### src/rtl/l2_mem_write_buffer.sv
// l2_mem_write_buffer: posted write buffer between the L2 memory port and main memory, with read forwarding
module l2_mem_write_buffer #(
  parameter int DEPTH = 4,
  parameter int AW = 28,
  parameter int DW = 128
) (
  input  logic          clk,
  input  logic          proc_reset,
  input  logic          l2_read,
  input  logic          l2_write,
  input  logic [AW-1:0] l2_addr,
  input  logic [DW-1:0] l2_wdata,
  output logic [DW-1:0] l2_rdata,
  output logic          l2_ready,
  output logic          mem_read,
  output logic          mem_write,
  output logic [AW-1:0] mem_addr,
  output logic [DW-1:0] mem_wdata,
  input  logic [DW-1:0] mem_rdata,
  input  logic          mem_ready,
  output logic          buf_empty
);
  localparam int PW = $clog2(DEPTH);
  localparam logic [PW:0] FULL = (PW+1)'(DEPTH);
  typedef enum logic [1:0] {U_IDLE, U_ACK, U_WAIT} u_t;
  typedef enum logic [1:0] {M_IDLE, M_RD, M_WR} m_t;
  u_t ustate, u_nxt;
  m_t mstate, m_nxt;
  logic [AW-1:0] ea [DEPTH];
  logic [DW-1:0] ed [DEPTH];
  logic [DEPTH-1:0] ev;
  logic [PW-1:0] rd_ptr, wr_ptr, idx, r_idx, w_idx;
  logic [PW:0] count, count_nxt;
  logic rd_pend, req, rd_req, wr_req, r_hit, w_hit, head_lock, wr_ok, merge, enq, miss, pop, rd_done, start_rd, start_wr;
  // head is locked once it is in flight or about to launch this cycle, so a merge never races the drain
  assign head_lock = (mstate == M_WR) || (mstate == M_IDLE && !rd_pend && count != '0);
  always_comb begin
    r_hit = 1'b0;
    w_hit = 1'b0;
    r_idx = '0;
    w_idx = '0;
    idx = '0;
    for (int k = DEPTH - 1; k >= 0; k--) begin
      idx = wr_ptr - PW'(k + 1);
      if (ev[idx] && ea[idx] == l2_addr) begin
        r_hit = 1'b1;
        r_idx = idx;
        if (!(head_lock && idx == rd_ptr)) begin
          w_hit = 1'b1;
          w_idx = idx;
        end
      end
    end
  end
  always_comb begin
    req = ustate == U_IDLE && !l2_ready;
    rd_req = req && l2_read;
    wr_req = req && l2_write && !l2_read;
    wr_ok = wr_req && count < FULL;
    merge = wr_ok && w_hit;
    enq = wr_ok && !w_hit;
    miss = rd_req && !r_hit;
    pop = mstate == M_WR && mem_ready;
    rd_done = mstate == M_RD && mem_ready;
    start_rd = mstate == M_IDLE && (rd_pend || miss);
    start_wr = mstate == M_IDLE && !start_rd && count != '0;
    u_nxt = ustate;
    case (ustate)
      U_IDLE: u_nxt = (wr_ok || (rd_req && r_hit)) ? U_ACK : miss ? U_WAIT : U_IDLE;
      U_ACK:  u_nxt = U_IDLE;
      U_WAIT: u_nxt = rd_done ? U_ACK : U_WAIT;
      default: u_nxt = U_IDLE;
    endcase
    m_nxt = mstate == M_IDLE ? (start_rd ? M_RD : start_wr ? M_WR : M_IDLE)
          : mem_ready ? M_IDLE : mstate;
    count_nxt = count + (PW+1)'(enq) - (PW+1)'(pop);
  end
  always_ff @(posedge clk) begin
    if (proc_reset) begin
      ustate <= U_IDLE;
      mstate <= M_IDLE;
      l2_ready <= 1'b0;
      l2_rdata <= '0;
      mem_read <= 1'b0;
      mem_write <= 1'b0;
      mem_addr <= '0;
      mem_wdata <= '0;
      buf_empty <= 1'b1;
      count <= '0;
      rd_ptr <= '0;
      wr_ptr <= '0;
      ev <= '0;
      rd_pend <= 1'b0;
    end else begin
      ustate <= u_nxt;
      mstate <= m_nxt;
      count <= count_nxt;
      l2_ready <= u_nxt == U_ACK;
      buf_empty <= count_nxt == '0 && m_nxt == M_IDLE;
      rd_pend <= miss || (rd_pend && !rd_done);
      if (rd_req && r_hit) l2_rdata <= ed[r_idx];
      if (rd_done) l2_rdata <= mem_rdata;
      if (merge) ed[w_idx] <= l2_wdata;
      if (enq) begin
        ea[wr_ptr] <= l2_addr;
        ed[wr_ptr] <= l2_wdata;
        ev[wr_ptr] <= 1'b1;
        wr_ptr <= wr_ptr + 1'b1;
      end
      if (pop) begin
        ev[rd_ptr] <= 1'b0;
        rd_ptr <= rd_ptr + 1'b1;
        mem_write <= 1'b0;
      end
      if (rd_done) mem_read <= 1'b0;
      if (start_rd) begin
        mem_read <= 1'b1;
        mem_addr <= l2_addr;
      end else if (start_wr) begin
        mem_write <= 1'b1;
        mem_addr <= ea[rd_ptr];
        mem_wdata <= ed[rd_ptr];
      end
    end
  end
endmodule
### config.mk
export PLATFORM = sky130hd
export DESIGN_NAME = l2_mem_write_buffer
export DESIGN_NICKNAME = d
export VERILOG_FILES = /design/src/rtl/l2_mem_write_buffer.sv
export SDC_FILE = /design/constraint.sdc
export NUM_CORES = 2
export LEC_CHECK = 0
export CAP_MARGIN = 25
export CORE_ASPECT_RATIO = 1.1
export CORE_UTILIZATION = 40
export DETAILED_ROUTE_END_ITERATION = 8
export GPL_TIMING_DRIVEN = 0
export PLACE_DENSITY_LB_ADDON = 0.08
export SETUP_SLACK_MARGIN = 0.05
export SYNTH_ARGS = -nofsm -noshare
export SYNTH_HDL_FRONTEND = slang
export SYNTH_SLANG_ARGS = --single-unit
### constraint.sdc
create_clock -name clk -period 30.3 [get_ports clk]
set_input_delay 6.06 -clock clk [delete_from_list [all_inputs] [get_ports clk]]
set_output_delay 6.06 -clock clk [all_outputs]
set_load 0.02 [all_outputs]
Yosys cells after proc, flatten, opt, wreduce, memory -nomap -nowiden
Memory sizes are Yosys's and may differ from the RTL's. A register that Yosys moved wholly into a read port is not among the register bits.
Index checks and enable logic that the tools add are counted.
W data, S select, Z words.

operators by class
  add/subtract/negate cells = 7
  multipliers = 0
  divide/modulo/power cells = 0
  order comparisons = 8
  equal/unequal tests = 12
  shift-type cells = 0
  muxes and demuxes = 69
  bitwise operators = 4
  reduce and logical (&&, ||, !) cells = 49

operators by type and width
  operator               number
  $mux W128              3
  $reduce_or A128 Y1     1
  $eq A28 B28 Y1         4
  $mux W28               2
  $mux W2                24
  $mux W1                30
  $logic_and A1 B1 Y1    28
  $lt A2 B3 Y1 const B   5
  $mux W4                3
  $bmux W1 S2            4
  $eq A2 B2 Y1           4
  $logic_not A1 Y1       7
  $logic_not A2 Y1       3
  $reduce_bool A2 Y1     3
  $add A2 B1 Y2 const B  2
  $and A4 B4 Y4          1
  $demux W1 S2           2
  $eq A2 B1 Y1 const B   2
  $eq A2 B2 Y1 const B   2
  $ge A2 B1 Y1 const B   2
  $logic_or A1 B1 Y1     4
  $not A4 Y4             1
  $or A4 B4 Y4           1
  $pmux W2 S2            1
  other kinds (9)        10

word-level totals
  bits in registers = 176
  latch bits = 0
  RAM bits = 624
  bits in read-only memories = 0
  input port bits = 289
  output and inout port bits = 288
  memories kept = 2

memories
  memory  words  bits a word  rd ports  clocked after Yosys merged registers in  wr ports  line  source
  ed      4      128          2         1                                        1         30    logic [DW-1:0] ed [DEPTH];
  ea      4      28           5         2                                        1         29    logic [AW-1:0] ea [DEPTH];

Logic depth before layout (Yosys ltp)
  word-level depth = 20
  gate-level depth with buffers = 31
  gate-level depth less buffers = 21

Worst setup path before layout
Ideal clock, no wire load.

  path kind = input-to-reg
  from = input port l2_addr[19]
  to = memory ed[3][0], enable pin
  data arrival time = 14605 ps
  data required time = 29670 ps
  slack = 15065 ps
  stages = 13
  path buffers = 2
  cells stage by stage = buf_1 -> inv_1 -> a222oi_1 -> mux2i_1 -> or3_1 -> or4_1 -> or4_1 -> buf_2 -> nor2_1 -> a21oi_1 -> mux2_2 -> nor3_1 -> nor2b_1

between the ends
  longest elaborated chain between the ends = 16
  elaborated cells between the ends (all ways) = 34
  those cells by class = eq/ne (4); mux (22); reduce/logical (8)

ends and longest elaborated chain
  item                                                        line  source
  start, declared                                             11    input logic [AW-1:0] l2_addr,
  $eq A28 B28 Y1                                              45    if (ev[idx] && ea[idx] == l2_addr) begin
  $logic_and A1 B1 Y1                                         45
  $mux W1                                                     45
  $mux W1                                                     48    if (!(head_lock && idx == rd_ptr)) begin
  $mux W1                                                     45
  $mux W1                                                     48
  $mux W1                                                     45
  $mux W1                                                     48
  $mux W1                                                     45
  $logic_not A1 Y1                                            61    enq = wr_ok && !w_hit;
  $logic_and A1 B1 Y1                                         61
  $mux W1                                                     104   if (enq) begin
  $mux W1                                                     79    if (proc_reset) begin
  $mux W1 (not written as such)                               106   ed[wr_ptr] <= l2_wdata;
  $reduce_or A128 Y1 (no source line)                         --
  $mux W2 (no source line) / $mux W1 (equally long branches)  --
  end, declared                                               30

Parallel ways exist; a longest one is shown, timed or not.

Worst setup path after layout
  from = input port l2_addr[19]
  to = memory ed[0][119], enable pin

The elaborated chain is that of the path after synthesis.

==> results.tsv <==
metric	value	unit
place_area	53300	um^2
crit_buf_inv	8	
yosysUniqueCellTypes	79	
setup_violations	0	
finalPower	3680	uW
grt_pass1_vias	35400	
clock_skew	0.0388	ns
maxCapViolCount	0	
rsz0062_at_grt	no	
finalSetupTns	0	ns
placementRows	128	
yosys_warnings	0	
vdd_ir_drop_max	0.0440	mV
final-seq-area	24900	um^2
drive_above_1_share	13.1	%
synthCells	3814	
crit_chain	clkdlybuf4s50_1 -> buf_1 -> inv_1 -> a222oi_1 -> mux2i_1 -> or3_1 -> or4_1 -> or4_1 -> buf_2 -> nor2_1 -> nor4b_1 -> nand2b_1 -> mux2i_1 -> nor2b_4 -> buf_12 -> buf_12 -> buf_12 -> buf_16	
finalCritPeriodShare	38.9	%
p_per_area	64.7	nW/um^2
htree_levels	3	
die_h	353	um
hpwlAfterDp	128000	um
grt_pass1_wl	251000	um
critPathKind	input port to flop	
cts_max_path_buffers	3	
tritoncts	yes	
routed_wl	177000	um
async_reset_ff_share	0	%
critPathMostFrequentCell	buf_12	
postCtsSetupBuffers	0	
num_vias	36100	
clock-sinks	932	
multi_input_area	18400	um^2
die_w	321	um
end_kind	flop	
hold_viol	0	
final_common_cell	edfxtp_1	
synthesis.nets	4114	
drtIter0Drc	3838	
min_period	11.80	ns
io_pins	577	
fill_cells	10000	
outcome	finished, final reports clean	
slew_headroom	24.6	%
grtUsageTotal	30.5	%
syn2layout_area_growth	27.0	%
antenna_found_initial	25	
whs	0.448	ns
cts_root_buf	clkbuf_16	
cp-start-kind	input port	
grt_max_degree	50	
ant_nets	0	
max_stage_delay	0.73	ns
crit_family	simple AND/OR/NAND/NOR gates	
cts-hold-fix-buffers	0	
synth_seq_cells	932	
cts_resized	0	
synth_edf_count	624	
ys_dominant_reg_cell	edfxtp_1	
fin_nets	4838	
synth_area	44800	um^2
syn_avg_cell_area	11.7	um^2
place.gp.congestion	1.01	
final_cell_mix	edfxtp_1 (624), clkdlybuf4s50_1 (575), nand2_1 (569), a21oi_1 (556), dfxtp_1 (308)	
drc	0	
post_drt_wl_per_cell	28.8	um
crit_required	30.70	ns
clkLatencyLatePin	0.71	ns
coreArea	111000	um^2
design_area	56900	um^2
leakage	0.0184	uW
via_per_inst	5.89	
fmax	84.7	MHz
die_area	113000	um^2
cts_buffers	100	
ys_seq_area_share	55.6	%
drt_pre_antenna_iters	7	
crit_fanout	23	
grt-ovfl-total	0	
worst_pin_slew	1.13	ns
worstHoldPathType	flop to flop	
io_buffers	575	
cp_slowest_cell	nor2b_4	
start_util	40.4	%
critPathArrivalTime	12.20	ns
path_clk_slew	0.06	ns
slew_viol_final	0	
## metrics by stage
stage | std cells | util, % | setup slack, ns
5_1_grt | 6127 | 51.3 | 18.16
3_3_place_gp | 5884 | 47.3 | 6.95
3_5_place_dp | 5923 | 48.1 | 17.82
6_report | 6130 | 51.3 | 18.50
2_1_floorplan | 3814 | - | 15.07
4_1_cts | 6113 | 51.2 | 18.55
## worst min-delay path, cell delays in order, from the launching register on
cell     delay [ns]
dfxtp_1        0.30
nand2_1        0.05
a21oi_1        0.05
## flip-flops by register name, indices dropped and copies added (netlist names), 3 cells and up, named ones only
| signal | cells |
|---|---|
| l2_rdata | 128 |
| mem_wdata | 128 |
| ea | 112 |
| ed | 512 |
| mem_addr | 28 |
| count | 3 |
| ev | 4 |
## layout make-up
type	count	share of cell area [%]
Antenna cell	9	0.0396
Buffer	330	2.53
Clock buffer	146	5.00
Clock inverter	44	1.01
Inverter	24	0.158
Multi-Input combinational cell	2528	32.4
Sequential cell	932	43.8
Tap cell	1495	3.29
Timing Repair Buffer	622	11.8
## kinds of logic after synthesis
group                      Yosys count  synth area share (%)
DFF                                932                  55.6
buffers and inverters              354                  3.41
AOI/OAI and AO/OA                 1094                  15.9
adders and majority gates           11                 0.324
xor gates and xnor gates           101                  1.98
muxes                              326                  13.7
and+or+nand+nor                    996                  9.05
## cell usage after synthesis (18+ instances only)
library cell / number / share of area, %
mux4_2: 229 / 12
mux2i_1: 85 / 1.9
dfxtp_1: 308 / 14
a221oi_1: 58 / 1.1
o22ai_1: 18 / 0.25
a221oi_2: 70 / 2.3
nand3_1: 18 / 0.20
xnor2_1: 86 / 1.7
nor2_1: 301 / 2.5
clkbuf_1: 235 / 2.0
o21a_1: 131 / 2.2
buf_1: 23 / 0.19
edfxtp_1: 624 / 42
nand2_1: 569 / 4.8
inv_1: 23 / 0.19
a21oi_1: 556 / 6.2
o21ai_0: 142 / 1.6
nand4_1: 26 / 0.36
buf_2: 52 / 0.58
a22oi_1: 33 / 0.55
## worst paths after layout
path / startpoint / endpoint / slack [ns] / depth (start not counted)
worst max-delay path: l2_addr[19] / ed[0][119]$_DFFE_PP_ / 18.50 / 18
worst min register to register: mem_addr[4]$_SDFFE_PP0P_ / mem_addr[4]$_SDFFE_PP0P_ / 0.45 / 2
worst max register to register: wr_ptr[0]$_SDFFE_PP0N_ / ed[0][119]$_DFFE_PP_ / 21.19 / 25
worst min-delay path: mem_addr[4]$_SDFFE_PP0P_ / mem_addr[4]$_SDFFE_PP0P_ / 0.45 / 2
## power breakdown
group          switching [uW]  internal, uW  total [uW]
Clock                     530           748        1280
Sequential               52.2          1430        1490
Combinational             559           357         916
## per-layer routing
metal | track usage [%] | up-vias | part of all wire, %
met5 | 0 | - | 0.095
met4 | 9.39 | 26 | 2.6
met3 | 6.94 | 252 | 8.7
met2 | 49.7 | 1684 | 48
met1 | 40.4 | 18300 | 41
li1 | - | 15800 | -
Power figures use the tool's default switching activity.
